File: config.mk
export PLATFORM = sky130hd
export DESIGN_NAME = regfile_wb_arbiter
export DESIGN_NICKNAME = d
export VERILOG_FILES = /design/src/rtl/regfile_wb_arbiter.sv
export SDC_FILE = /design/constraint.sdc
export NUM_CORES = 1
export LEC_CHECK = 0
export ABC_CLOCK_PERIOD_IN_PS = 4550
export CORE_MARGIN = 3
export CORE_UTILIZATION = 35
export CTS_CLUSTER_SIZE = 14
export DETAILED_ROUTE_END_ITERATION = 16
export GPL_TIMING_DRIVEN = 0
export SLEW_MARGIN = 20
export SYNTH_ARGS = -nofsm -noshare
export SYNTH_HDL_FRONTEND = slang
export SYNTH_HIERARCHICAL = 1
export SYNTH_SLANG_ARGS = --single-unit
File: constraint.sdc
create_clock -name clk -period 4.55 [get_ports clk]
set_input_delay 0.91 -clock clk [delete_from_list [all_inputs] [get_ports clk]]
set_output_delay 0.91 -clock clk [all_outputs]
set_load 0.03 [all_outputs]
File: src/rtl/regfile_wb_arbiter.sv
// Register-file write-port arbiter: core writeback has priority, buffered long-latency results drain via starvation guard; busy scoreboard answers decode hazards.
// Latency: core write same cycle; long-latency result reaches the write port >=1 cycle after acceptance. Backpressure: lu_ready drops when the FIFO is full, core_stall on a forced drain.

module regfile_wb_fifo #(
    parameter int DEPTH = 2,
    parameter int W     = 37
) (
    input  logic         clk,
    input  logic         reset,
    input  logic         push_i,
    input  logic [W-1:0] dat_i,
    input  logic         pop_i,
    output logic [W-1:0] dat_o,
    output logic         empty_o,
    output logic         full_o
);
    localparam int AW = $clog2(DEPTH);

    logic [W-1:0]  mem_q [DEPTH];
    logic [AW-1:0] wr_ptr_q, rd_ptr_q;
    logic [AW:0]   cnt_q;

    assign dat_o   = mem_q[rd_ptr_q];
    assign empty_o = (cnt_q == '0);
    assign full_o  = (cnt_q == (AW+1)'(DEPTH));

    always_ff @(posedge clk) begin
        if (reset) begin
            wr_ptr_q <= '0;
            rd_ptr_q <= '0;
            cnt_q    <= '0;
        end else begin
            if (push_i) begin
                mem_q[wr_ptr_q] <= dat_i;
                wr_ptr_q        <= wr_ptr_q + AW'(1);
            end
            if (pop_i) begin
                rd_ptr_q <= rd_ptr_q + AW'(1);
            end
            if (push_i && !pop_i) begin
                cnt_q <= cnt_q + (AW+1)'(1);
            end else if (pop_i && !push_i) begin
                cnt_q <= cnt_q - (AW+1)'(1);
            end
        end
    end
endmodule

module regfile_wb_arbiter #(
    parameter int DEPTH        = 2,
    parameter int STARVE_LIMIT = 4
) (
    input  logic        clk,
    input  logic        reset,
    input  logic        core_we,
    input  logic [4:0]  core_rd,
    input  logic [31:0] core_wdata,
    output logic        core_stall,
    input  logic        lu_valid,
    input  logic [4:0]  lu_rd,
    input  logic [31:0] lu_wdata,
    output logic        lu_ready,
    input  logic        issue_valid,
    input  logic [4:0]  issue_rd,
    output logic        issue_ready,
    input  logic [4:0]  rs1,
    input  logic [4:0]  rs2,
    output logic        rs1_busy,
    output logic        rs2_busy,
    output logic        err_waw,
    output logic        rf_regWrite,
    output logic [4:0]  rf_writeReg,
    output logic [31:0] rf_writeData
);
    localparam int CW = $clog2(STARVE_LIMIT + 1);
    localparam logic [CW-1:0] LIMIT = CW'(STARVE_LIMIT);

    typedef struct packed {
        logic [4:0]  rd;
        logic [31:0] dat;
    } wb_t;

    wb_t           head, lu_entry;
    logic          fifo_empty, fifo_full, push, sec_grant, core_win;
    logic [CW-1:0] wait_cnt_q, wait_cnt_d;
    logic [31:0]   busy_q, busy_d;
    logic          err_waw_q, err_waw_d;

    assign lu_entry = '{rd: lu_rd, dat: lu_wdata};
    assign lu_ready = !reset && !fifo_full;
    assign push     = lu_valid && lu_ready;

    regfile_wb_fifo #(
        .DEPTH (DEPTH),
        .W     ($bits(wb_t))
    ) u_fifo (
        .clk     (clk),
        .reset   (reset),
        .push_i  (push),
        .dat_i   (lu_entry),
        .pop_i   (sec_grant),
        .dat_o   (head),
        .empty_o (fifo_empty),
        .full_o  (fifo_full)
    );

    // The buffered result wins when the core is idle or has already won STARVE_LIMIT times in a row.
    assign sec_grant  = !reset && !fifo_empty && (!core_we || wait_cnt_q == LIMIT);
    assign core_win   = !reset && core_we && !sec_grant;
    assign core_stall = !reset && core_we && sec_grant;

    assign issue_ready = !reset && issue_valid && (issue_rd != 5'd0) && !busy_q[issue_rd];
    assign rs1_busy    = !reset && busy_q[rs1];
    assign rs2_busy    = !reset && busy_q[rs2];
    assign err_waw     = !reset && err_waw_q;

    always_comb begin
        rf_regWrite  = 1'b0;
        rf_writeReg  = 5'd0;
        rf_writeData = 32'd0;
        if (sec_grant) begin
            rf_regWrite  = (head.rd != 5'd0);
            rf_writeReg  = head.rd;
            rf_writeData = head.dat;
        end else if (core_win) begin
            rf_regWrite  = (core_rd != 5'd0);
            rf_writeReg  = core_rd;
            rf_writeData = core_wdata;
        end
    end

    always_comb begin
        wait_cnt_d = wait_cnt_q;
        if (fifo_empty || sec_grant) begin
            wait_cnt_d = '0;
        end else if (core_win && wait_cnt_q != LIMIT) begin
            wait_cnt_d = wait_cnt_q + CW'(1);
        end
    end

    // Clear is applied after set so a same-cycle commit of the issued register leaves it free.
    always_comb begin
        busy_d = busy_q;
        if (issue_ready) begin
            busy_d[issue_rd] = 1'b1;
        end
        if (sec_grant) begin
            busy_d[head.rd] = 1'b0;
        end
        busy_d[0] = 1'b0;
    end

    assign err_waw_d = err_waw_q || (core_win && core_rd != 5'd0 && busy_q[core_rd]);

    always_ff @(posedge clk) begin
        if (reset) begin
            wait_cnt_q <= '0;
            busy_q     <= '0;
            err_waw_q  <= 1'b0;
        end else begin
            wait_cnt_q <= wait_cnt_d;
            busy_q     <= busy_d;
            err_waw_q  <= err_waw_d;
        end
    end
endmodule
==> metrics.yaml <==
yosysWarnings: 6
grt_max_degree: 31
crit_path_start: "reset"
syn_inst: 505
syn_area_um2: 6252
min_period_ns: 4.415
hold_viol: 0
pre_cts_ws_ns: -0.4098
cts-root-buf: "clkbuf_16"
crit_fanout: 11
grt_remaining_overflow: 0
wire_per_inst_um: 21.54
syn_nets: 602
async_reset_ff_frac: 0
power_uw: 3023
drt_pass1_iterations: 5
num-fill-cells: 1545
finalSetupViolations: 0
required_ns: 3.64
power.leakage_uw: 0.003022
ir_drop_v: 0.0002642
place_congestion: 0.9612
final_cell_area_um2: 8536
areaGrowthSynthToFinish_pct: 36.52
power.density_nw_per_um2: 354.1
synth_top_flop_cell: "edfxtp_1"
fmax_mhz: 226.5
cts-buffers-inserted: 17
cts.sinks: 114
grt_pass1_wl_um: 29930
h-tree-depth: 4
worstHoldStart: "wait_cnt_q[0]"
max-cap-violations: 0
drt-total-wl_um: 19280
drive_gt1_frac: 0.2167
end_kind: "primary output"
ant_nets: 0
grt_usage: 0.1993
clk_pin_slew_ns: 0.06
portBuffers: 129
ios: 138
reg2reg_slack_ns: 2.06
cts_resized: 16
min_period_over_period: 0.9702
slew_violations: 0
setup_tns_ns: 0
drc_errors: 0
synth_edf_count: 74
status: "finished, final reports clean"
clockBufferDepth: 2
postSynthAreaPerCell_um2: 12.38
synth-seq-cells: 114
tightest_slew_ns: 0.8482
drt_iter0_drc: 483
critical_path_class: "in -> out"
dpl.hpwl_um: 14610
hold_slack_ns: 0.4987
dieArea_um2: 19500
regArea_um2: 3023
holdBufCountCts: 0
rows: 48
start_util: 0.3590
synth_cell_types: 59
grt_pass1_vias: 5339
place_area_um2: 7900
arrival_ns: 3.50
viasPerCell: 5.646
hold_path.class: "reg -> reg"
relSlewSlack: 0.4345
skew_ns: 0.007056
multi_input_area_um2: 2957
nets: 753
vias: 5053
startpoint_type: "input port"
antenna_found_initial: 1
insertion_delay_ns: 0.42
die_y_um: 139.7
cts_tree: "built"
fp.coreArea_um2: 17420
yosysSeqAreaShare: 0.4835
finalWorstSetupSlack_ns: 0.1355
dieWidth_um: 139.7
cts_setup_buffers: 0
## sequential cells by signal, summed over array words and instances (netlist names), named ones only
name,count
busy_q,31
err_waw_q,1
u_fifo/cnt_q,2
u_fifo/mem_q,74
u_fifo/rd_ptr_q,1
u_fifo/wr_ptr_q,1
wait_cnt_q,3
## worst paths after layout
kind / endpoint / cells past startpoint
max: rf_regWrite / 8
min: wait_cnt_q[0] / 1
max reg2reg: busy_q[8] / 7
min reg2reg: wait_cnt_q[0] / 1
## final cells by class
class	count	area share
Clock inverter	15	0.02023
Timing Repair Buffer	132	0.1593
Inverter	24	0.01055
Clock buffer	17	0.04984
Antenna cell	1	0.0002932
Buffer	39	0.02624
Tap cell	225	0.03298
Sequential cell	114	0.3541
Multi-Input combinational cell	328	0.3464
## worst max-delay path: stages
cell and delay, ns:
clkdlybuf4s50_1 0.57, clkbuf_2 0.27, or2_1 0.26, clkbuf_1 0.18, nor2_4 0.20, clkbuf_4 0.28
a22o_1 0.15, clkdlybuf4s50_1 0.69
## cell usage after synthesis, types with 3 or more instances
master / instances / area [um^2]
nand3_1: 4 / 20.02
nand3b_1: 5 / 37.54
nor2_1: 25 / 93.84
mux2i_1: 19 / 190.2
inv_1: 23 / 86.33
a211oi_1: 5 / 37.54
dfxtp_1: 40 / 800.8
buf_2: 9 / 45.04
mux2_2: 45 / 506.7
a22o_1: 38 / 332.8
and3b_1: 3 / 26.28
nand2_1: 24 / 90.09
o22ai_1: 4 / 25.02
nand2b_1: 4 / 25.02
buf_6: 6 / 67.56
a31oi_1: 7 / 43.79
nor2b_1: 7 / 43.79
o211ai_1: 3 / 22.52
a21oi_1: 9 / 45.04
o21a_1: 5 / 37.54
o221ai_1: 3 / 26.28
nor3_1: 6 / 30.03
mux4_2: 23 / 518.0
nor4_1: 10 / 62.56
ha_1: 3 / 37.54
edfxtp_1: 74 / 2222
a41oi_1: 4 / 35.03
clkbuf_1: 24 / 90.09
nor3b_1: 4 / 30.03
a221oi_1: 8 / 70.07
o221a_1: 5 / 56.30
o21ai_0: 8 / 40.04
a2111oi_2: 5 / 75.07
and3_1: 5 / 31.28
a221oi_2: 3 / 45.04
## report_power, final
part | switching [uW] | leakage, uW | internal [uW] | total (uW)
sequential | 14.1 | 0.000995 | 1130 | 1150
combinational | 279 | 0.00174 | 246 | 525
clock | 530 | 0.000289 | 821 | 1350
## layer usage
metal | vias to the layer above | wire (um) | global-route usage
li1 | 2320 | - | -
met4 | 0 | 606 | 0.07955
met3 | 41 | 1525 | 0.05945
met2 | 232 | 9412 | 0.3290
met1 | 2460 | 7737 | 0.2457
met5 | - | 0 | 0
## logic make-up (layout without fill, tap and decap cells)
logic type               count (synthesis)  count (layout)  share of synthesized area
AO/OA/AOI/OAI                          122             122                     0.1649
XOR/XNOR                                 4               4                   0.005604
adder cells (fa/ha/maj)                  3               3                   0.006004
buffers and inverters                   63             227                    0.04683
flip-flops                             114             114                     0.4835
multiplexers                            89              89                     0.1985
other                                    0               1                          0
AND/OR/NAND/NOR                        110             110                    0.09466
## stage by stage
stage | instances | util
6_report | 895 | 0.4901
3_5_place_dp | 862 | 0.4536
5_1_grt | 895 | 0.4901
4_1_cts | 894 | 0.4882
3_3_place_gp | 859 | 0.4496
2_1_floorplan | 505 | -
## placed cells by master, fill, tap and decap left out, types with 5 or more instances in the layout
| master | netlist | layout |
|---|---|---|
| dlygate4sd2_1 | 0 | 7 |
| a211oi_1 | 5 | 5 |
| o221a_1 | 5 | 5 |
| mux2_2 | 45 | 45 |
| dlymetal6s2s_1 | 0 | 6 |
| a22o_1 | 38 | 38 |
| nor2_1 | 25 | 24 |
| o21a_1 | 5 | 5 |
| clkbuf_1 | 24 | 15 |
| a2111oi_2 | 5 | 5 |
| edfxtp_1 | 74 | 74 |
| buf_2 | 9 | 9 |
| inv_1 | 23 | 23 |
| nor2b_1 | 7 | 7 |
| a31oi_1 | 7 | 7 |
| nor3_1 | 6 | 6 |
| nand2_1 | 24 | 24 |
| o21ai_0 | 8 | 8 |
| buf_6 | 6 | 6 |
| and3_1 | 5 | 5 |
| clkbuf_2 | 0 | 5 |
| a221oi_1 | 8 | 8 |
| mux2i_1 | 19 | 19 |
| nand3b_1 | 5 | 5 |
| mux4_2 | 23 | 23 |
| clkdlybuf4s50_1 | 0 | 116 |
| a21oi_1 | 9 | 9 |
| clkbuf_16 | 0 | 17 |
| nor4_1 | 10 | 10 |
| dfxtp_1 | 40 | 40 |
Power figures use the tool's default switching activity.
